$ cat config.mk
export PLATFORM = sky130hd
export DESIGN_NAME = logic_unit_pipe
export DESIGN_NICKNAME = d
export VERILOG_FILES = /design/src/rtl/logic_unit_pkg.sv /design/src/rtl/logic_unit_core.sv /design/src/rtl/logic_unit_pipe.sv
export SDC_FILE = /design/constraint.sdc
export NUM_CORES = 1
export LEC_CHECK = 0
export ABC_AREA = 1
export BUFFER_PORTS_ARGS = -buffer_cell sky130_fd_sc_hd__buf_4
export CAP_MARGIN = 10
export CORE_MARGIN = 1
export CORE_UTILIZATION = 55
export CTS_BUF_LIST = sky130_fd_sc_hd__clkbuf_8 sky130_fd_sc_hd__clkbuf_16
export DETAILED_ROUTE_END_ITERATION = 6
export PLACE_DENSITY = 0.77
export SYNTH_ARGS = -nofsm -noshare
export SYNTH_HDL_FRONTEND = slang
export SYNTH_SLANG_ARGS = --single-unit
export TNS_END_PERCENT = 1
$ cat constraint.sdc
create_clock -name clk -period 4.32 [get_ports clk]
set_clock_uncertainty 0.05 [all_clocks]
set_input_delay 0.432 -clock clk [delete_from_list [all_inputs] [get_ports clk]]
set_output_delay 0.432 -clock clk [all_outputs]
set_load 0.03 [all_outputs]
$ cat src/rtl/logic_unit_pkg.sv
// Shared op-code definitions for the pipelined bitwise logic unit.
package logic_unit_pkg;

    typedef logic [2:0] op_t;

    localparam op_t OP_AND   = 3'd0;
    localparam op_t OP_OR    = 3'd1;
    localparam op_t OP_NOT_A = 3'd2;
    localparam op_t OP_NOT_B = 3'd3;
    localparam op_t OP_NAND  = 3'd4;
    localparam op_t OP_NOR   = 3'd5;
    localparam op_t OP_XOR   = 3'd6;
    localparam op_t OP_XNOR  = 3'd7;

endpackage

$ cat src/rtl/logic_unit_core.sv
// Combinational gate evaluation plus result flags (zero, all-ones, parity, popcount).
module logic_unit_core
    import logic_unit_pkg::*;
#(
    parameter  int WIDTH = 8,
    localparam int PW    = $clog2(WIDTH + 1)
) (
    input  logic [2:0]       op,
    input  logic [WIDTH-1:0] a,
    input  logic [WIDTH-1:0] b,
    output logic [WIDTH-1:0] y,
    output logic             zero,
    output logic             ones,
    output logic             par,
    output logic [PW-1:0]    pop
);

    always_comb begin
        y = '0;
        case (op)
            OP_AND:   y = a & b;
            OP_OR:    y = a | b;
            OP_NOT_A: y = ~a;
            OP_NOT_B: y = ~b;
            OP_NAND:  y = ~(a & b);
            OP_NOR:   y = ~(a | b);
            OP_XOR:   y = a ^ b;
            OP_XNOR:  y = ~(a ^ b);
            default:  y = '0;
        endcase
    end

    assign zero = (y == '0);
    assign ones = &y;
    assign par  = ^y;

    // PW is wide enough to hold WIDTH, so the count never wraps
    always_comb begin
        pop = '0;
        for (int i = 0; i < WIDTH; i++) begin
            pop = pop + PW'(y[i]);
        end
    end

endmodule

$ cat src/rtl/logic_unit_pipe.sv
// Two-stage valid/ready pipeline around logic_unit_core: S1 holds operands, S2 holds result and flags.
module logic_unit_pipe
    import logic_unit_pkg::*;
#(
    parameter  int WIDTH = 8,
    localparam int PW    = $clog2(WIDTH + 1)
) (
    input  logic             clk,
    input  logic             rst_n,
    input  logic             in_valid,
    output logic             in_ready,
    input  logic [2:0]       in_op,
    input  logic [WIDTH-1:0] in_a,
    input  logic [WIDTH-1:0] in_b,
    output logic             out_valid,
    input  logic             out_ready,
    output logic [WIDTH-1:0] out_y,
    output logic             out_zero,
    output logic             out_ones,
    output logic             out_par,
    output logic [PW-1:0]    out_pop
);

    logic             s1_valid;
    logic [2:0]       s1_op;
    logic [WIDTH-1:0] s1_a;
    logic [WIDTH-1:0] s1_b;

    logic [WIDTH-1:0] core_y;
    logic             core_zero;
    logic             core_ones;
    logic             core_par;
    logic [PW-1:0]    core_pop;

    logic s2_free;
    logic s1_move;

    assign s2_free  = !out_valid || out_ready;
    assign s1_move  = s1_valid && s2_free;
    assign in_ready = !s1_valid || s1_move;

    always_ff @(posedge clk or negedge rst_n) begin
        if (!rst_n) begin
            s1_valid <= 1'b0;
            s1_op    <= OP_AND;
            s1_a     <= '0;
            s1_b     <= '0;
        end else if (in_ready) begin
            s1_valid <= in_valid;
            if (in_valid) begin
                s1_op <= in_op;
                s1_a  <= in_a;
                s1_b  <= in_b;
            end
        end
    end

    logic_unit_core #(.WIDTH(WIDTH)) u_core (
        .op   (s1_op),
        .a    (s1_a),
        .b    (s1_b),
        .y    (core_y),
        .zero (core_zero),
        .ones (core_ones),
        .par  (core_par),
        .pop  (core_pop)
    );

    // Result registers only load on an S1 move, so they hold steady under backpressure
    always_ff @(posedge clk or negedge rst_n) begin
        if (!rst_n) begin
            out_valid <= 1'b0;
            out_y     <= '0;
            out_zero  <= 1'b0;
            out_ones  <= 1'b0;
            out_par   <= 1'b0;
            out_pop   <= '0;
        end else begin
            if (s2_free) begin
                out_valid <= s1_valid;
            end
            if (s1_move) begin
                out_y    <= core_y;
                out_zero <= core_zero;
                out_ones <= core_ones;
                out_par  <= core_par;
                out_pop  <= core_pop;
            end
        end
    end

endmodule

==> impl_metrics.py <==
metrics = {
    "status": {
        "outcome": "finished, violations left",
        "failed_checks": "design-rule violations",
    },
    "global_route": {
        "grt_pass1_vias": 2200,
        "grt.total_usage_pct": 25.2,
        "overflow": 0,
        "antenna_found_initial": 0,
        "grt_max_degree": 40,
        "grt_pass1_wl_mm": 10.1,
    },
    "timing": {
        "fin_crit_sh_pct": 95.1,
        "hold_violations": 0,
        "post-route-min-period_ns": 4.11,
        "postLayoutSetupSlackWorst_ns": 0.212,
        "worst_slew_pin_slew_ns": 0.655,
        "whs_ns": 0.0460,
        "fmax_mhz": 243,
        "drv_slew": 0,
        "slew_headroom_pct": 56.2,
        "setup_viol": 0,
        "rsz0062_at_grt": "no",
        "tns_ns": 0,
    },
    "floorplanning": {
        "die_h_um": 71.3,
        "die_w_um": 71.3,
        "pin_count": 40,
        "die-area_mm2": 0.00509,
        "rows": 24,
        "core_mm2": 0.00447,
        "initial_core_util_pct": 59.1,
    },
    "routing": {
        "antenna_left": 0,
        "wire_per_inst_um": 13.1,
        "vias": 2289,
        "drc": 1,
        "drtIter0Drc": 105,
        "viasPerCell": 5.19,
        "first_pass_iters": 6,
        "postRouteWirelength_mm": 5.79,
    },
    "cts": {
        "hold_buffers": 0,
        "numCtsBuffers": 5,
        "cts_tree": "yes",
        "clock_latency_ns": 0.28,
        "clk_pin_slew_ns": 0.07,
        "cts-htree-levels": 2,
        "clockBufferDepth": 2,
        "cts_sinks": 36,
        "clockRootBuffer": "clkbuf_8",
    },
    "worst_setup_path": {
        "start_kind": "flip-flop",
        "worstSetupStartpoint": "s1_op[1]$_DFFE_PN0P_",
        "cp_data_arrival_time_ns": 4.25,
        "critPathSlowestCell": "dfrtp_2",
        "cp_slowest_stage_delay_ns": 0.51,
        "path_max_fanout": 13,
        "rr_startpoint": "s1_op[1]$_DFFE_PN0P_",
        "cp.required_ns": 4.47,
        "endpoint_kind": "flip-flop",
        "cp_common_cell": "fa_1",
        "path_cells": "buf_4 -> nor2_4 -> nand3_1 -> nand2_1 -> nor2_1 -> nand2_2 -> nand2_2 -> ha_1 -> inv_1 -> fa_1 -> inv_1 -> fa_1 -> inv_1 -> fa_1 -> fa_1 -> xor2_1 -> o21ai_0",
        "worstSetupPathType": "reg2reg",
    },
    "finish": {
        "final_common_cell": "nand2_1",
        "n_antenna_cell": 0,
        "final_nets": 442,
        "final-instance-count-excl-fill": 441,
        "fillCellCount": 383,
        "layout-drive-gt1-share_pct": 20.3,
        "final_cell_mix": "72 x nand2_1, 50 x inv_1, 43 x buf_4, 40 x nor2_1, 33 x dfrtp_1",
        "syn2layout_area_growth_pct": 16.3,
    },
    "place": {
        "preCtsSetupSlack_ns": 0.152,
        "gp_congestion": 0.899,
        "dp_hpwl_mm": 4.26,
        "portBuffers": 39,
        "dpl.cell_count": 433,
    },
    "power_and_ir_drop": {
        "p_per_area_mw_per_mm2": 549,
        "peakVddDrop_mv": 0.350,
        "leakagePower_nw": 1.71,
    },
    "hold_path": {
        "hold_path_class": "in2async",
    },
    "synthesis": {
        "ys_seq_elements": 36,
        "synth_nets": 404,
        "synth_area_mm2": 0.00264,
        "synthCells": 351,
        "yosysWarnings": 0,
        "synth.avg_cell_area_um2": 7.53,
        "yosysUniqueCellTypes": 23,
        "ys_seq_area_share_pct": 34.1,
    },
    "run": {
        "drv_cap": 0,
    },
}
## repair_timing
action	in CTS	in global routing
setup endpoints to repair	0	2
setup buffers	0	0
gates resized for setup	0	3
## layout make-up
cell class / instances / area [um2] / share of cell area, %
Tap cell: 52 / 65.1 / 2.12
Inverter: 57 / 216 / 7.04
Sequential cell: 36 / 905 / 29.4
Clock inverter: 2 / 8.76 / 0.285
Timing Repair Buffer: 45 / 370 / 12.1
Clock buffer: 5 / 68.8 / 2.24
Multi-Input combinational cell: 244 / 1440 / 46.8
## kinds of logic after synthesis
family / count (synthesis) / share of synthesized area (%)
AND/OR/NAND/NOR: 179 / 31.9
flip-flops: 36 / 34.1
AO/OA/AOI/OAI: 31 / 5.87
XOR/XNOR: 4 / 1.33
buffers and inverters: 71 / 11.5
adder cells (fa/ha/maj): 30 / 15.3
## path summary, 6_finish.rpt
path	end	slack [ns]	cells after the start
max	out_pop[2]$_DFFE_PN0P_	0.21	17
min reg2reg	out_y[6]$_DFFE_PN0P_	0.43	2
max reg2reg	out_pop[2]$_DFFE_PN0P_	0.21	17
min	s1_a[3]$_DFFE_PN0P_	0.05	1
max in group asynchronous	s1_op[0]$_DFFE_PN0P_	3.83	1
min in group clk	s1_b[3]$_DFFE_PN0P_	0.34	3
## sequential cells by signal, summed over array words and instances, names as in the netlist
signal     count
out_zero       1
out_valid      1
s1_a           8
out_par        1
s1_valid       1
out_y          8
s1_op          3
out_ones       1
s1_b           8
out_pop        4
## cell usage after synthesis, drive strengths merged
cell	instances	area, um2
nand2	81	327
inv	56	213
nor2	45	206
dfrtp	36	901
nand3	33	185
ha	26	325
a21oi	22	110
nand4	18	113
buf	9	67.6
o21ai	9	45.0
clkbuf	5	18.8
fa	4	80.1
xnor2	3	26.3
or2	2	12.5
clkinv	1	3.75
xor2	1	8.76
## per-layer routing
| metal | GRT usage, % | part of all wire, % |
|---|---|---|
| met3 | 4.64 | 3.9 |
| met1 | 33.8 | 47 |
| met4 | 7.33 | 0.60 |
| met5 | 0 | 0 |
| met2 | 41.6 | 49 |
## per-stage QoR
| stage | utilization, % | total power (W) | instance area, um2 |
|---|---|---|---|
| 5_1_grt | 68.7 | 0.00186 | 3070 |
| 3_3_place_gp | 66.2 | 0.00142 | 2960 |
| 4_1_cts | 68.0 | 0.00170 | 3040 |
| 2_1_floorplan | - | 0.00118 | 2640 |
| 6_report | 68.7 | 0.00169 | 3070 |
| 3_5_place_dp | 66.2 | 0.00147 | 2960 |
## report_power, final
group          switching, W  total, W  internal (W)
sequential        0.0000613  0.000486      0.000425
clock              0.000116  0.000223      0.000107
combinational      0.000593  0.000976      0.000383
total              0.000771   0.00169      0.000915
## worst max-delay path: cells and delay by family, from the launching register on
kind / cells / cell delay (ns)
adders and majority gates: 5 / 2.11
and+or+nand+nor: 6 / 0.66
xor gates and xnor gates: 1 / 0.17
AOI/OAI and AO/OA: 1 / 0.17
buffers and inverters: 4 / 0.36
DFF: 1 / 0.51
Note: power is estimated with default switching activity, not from simulation.
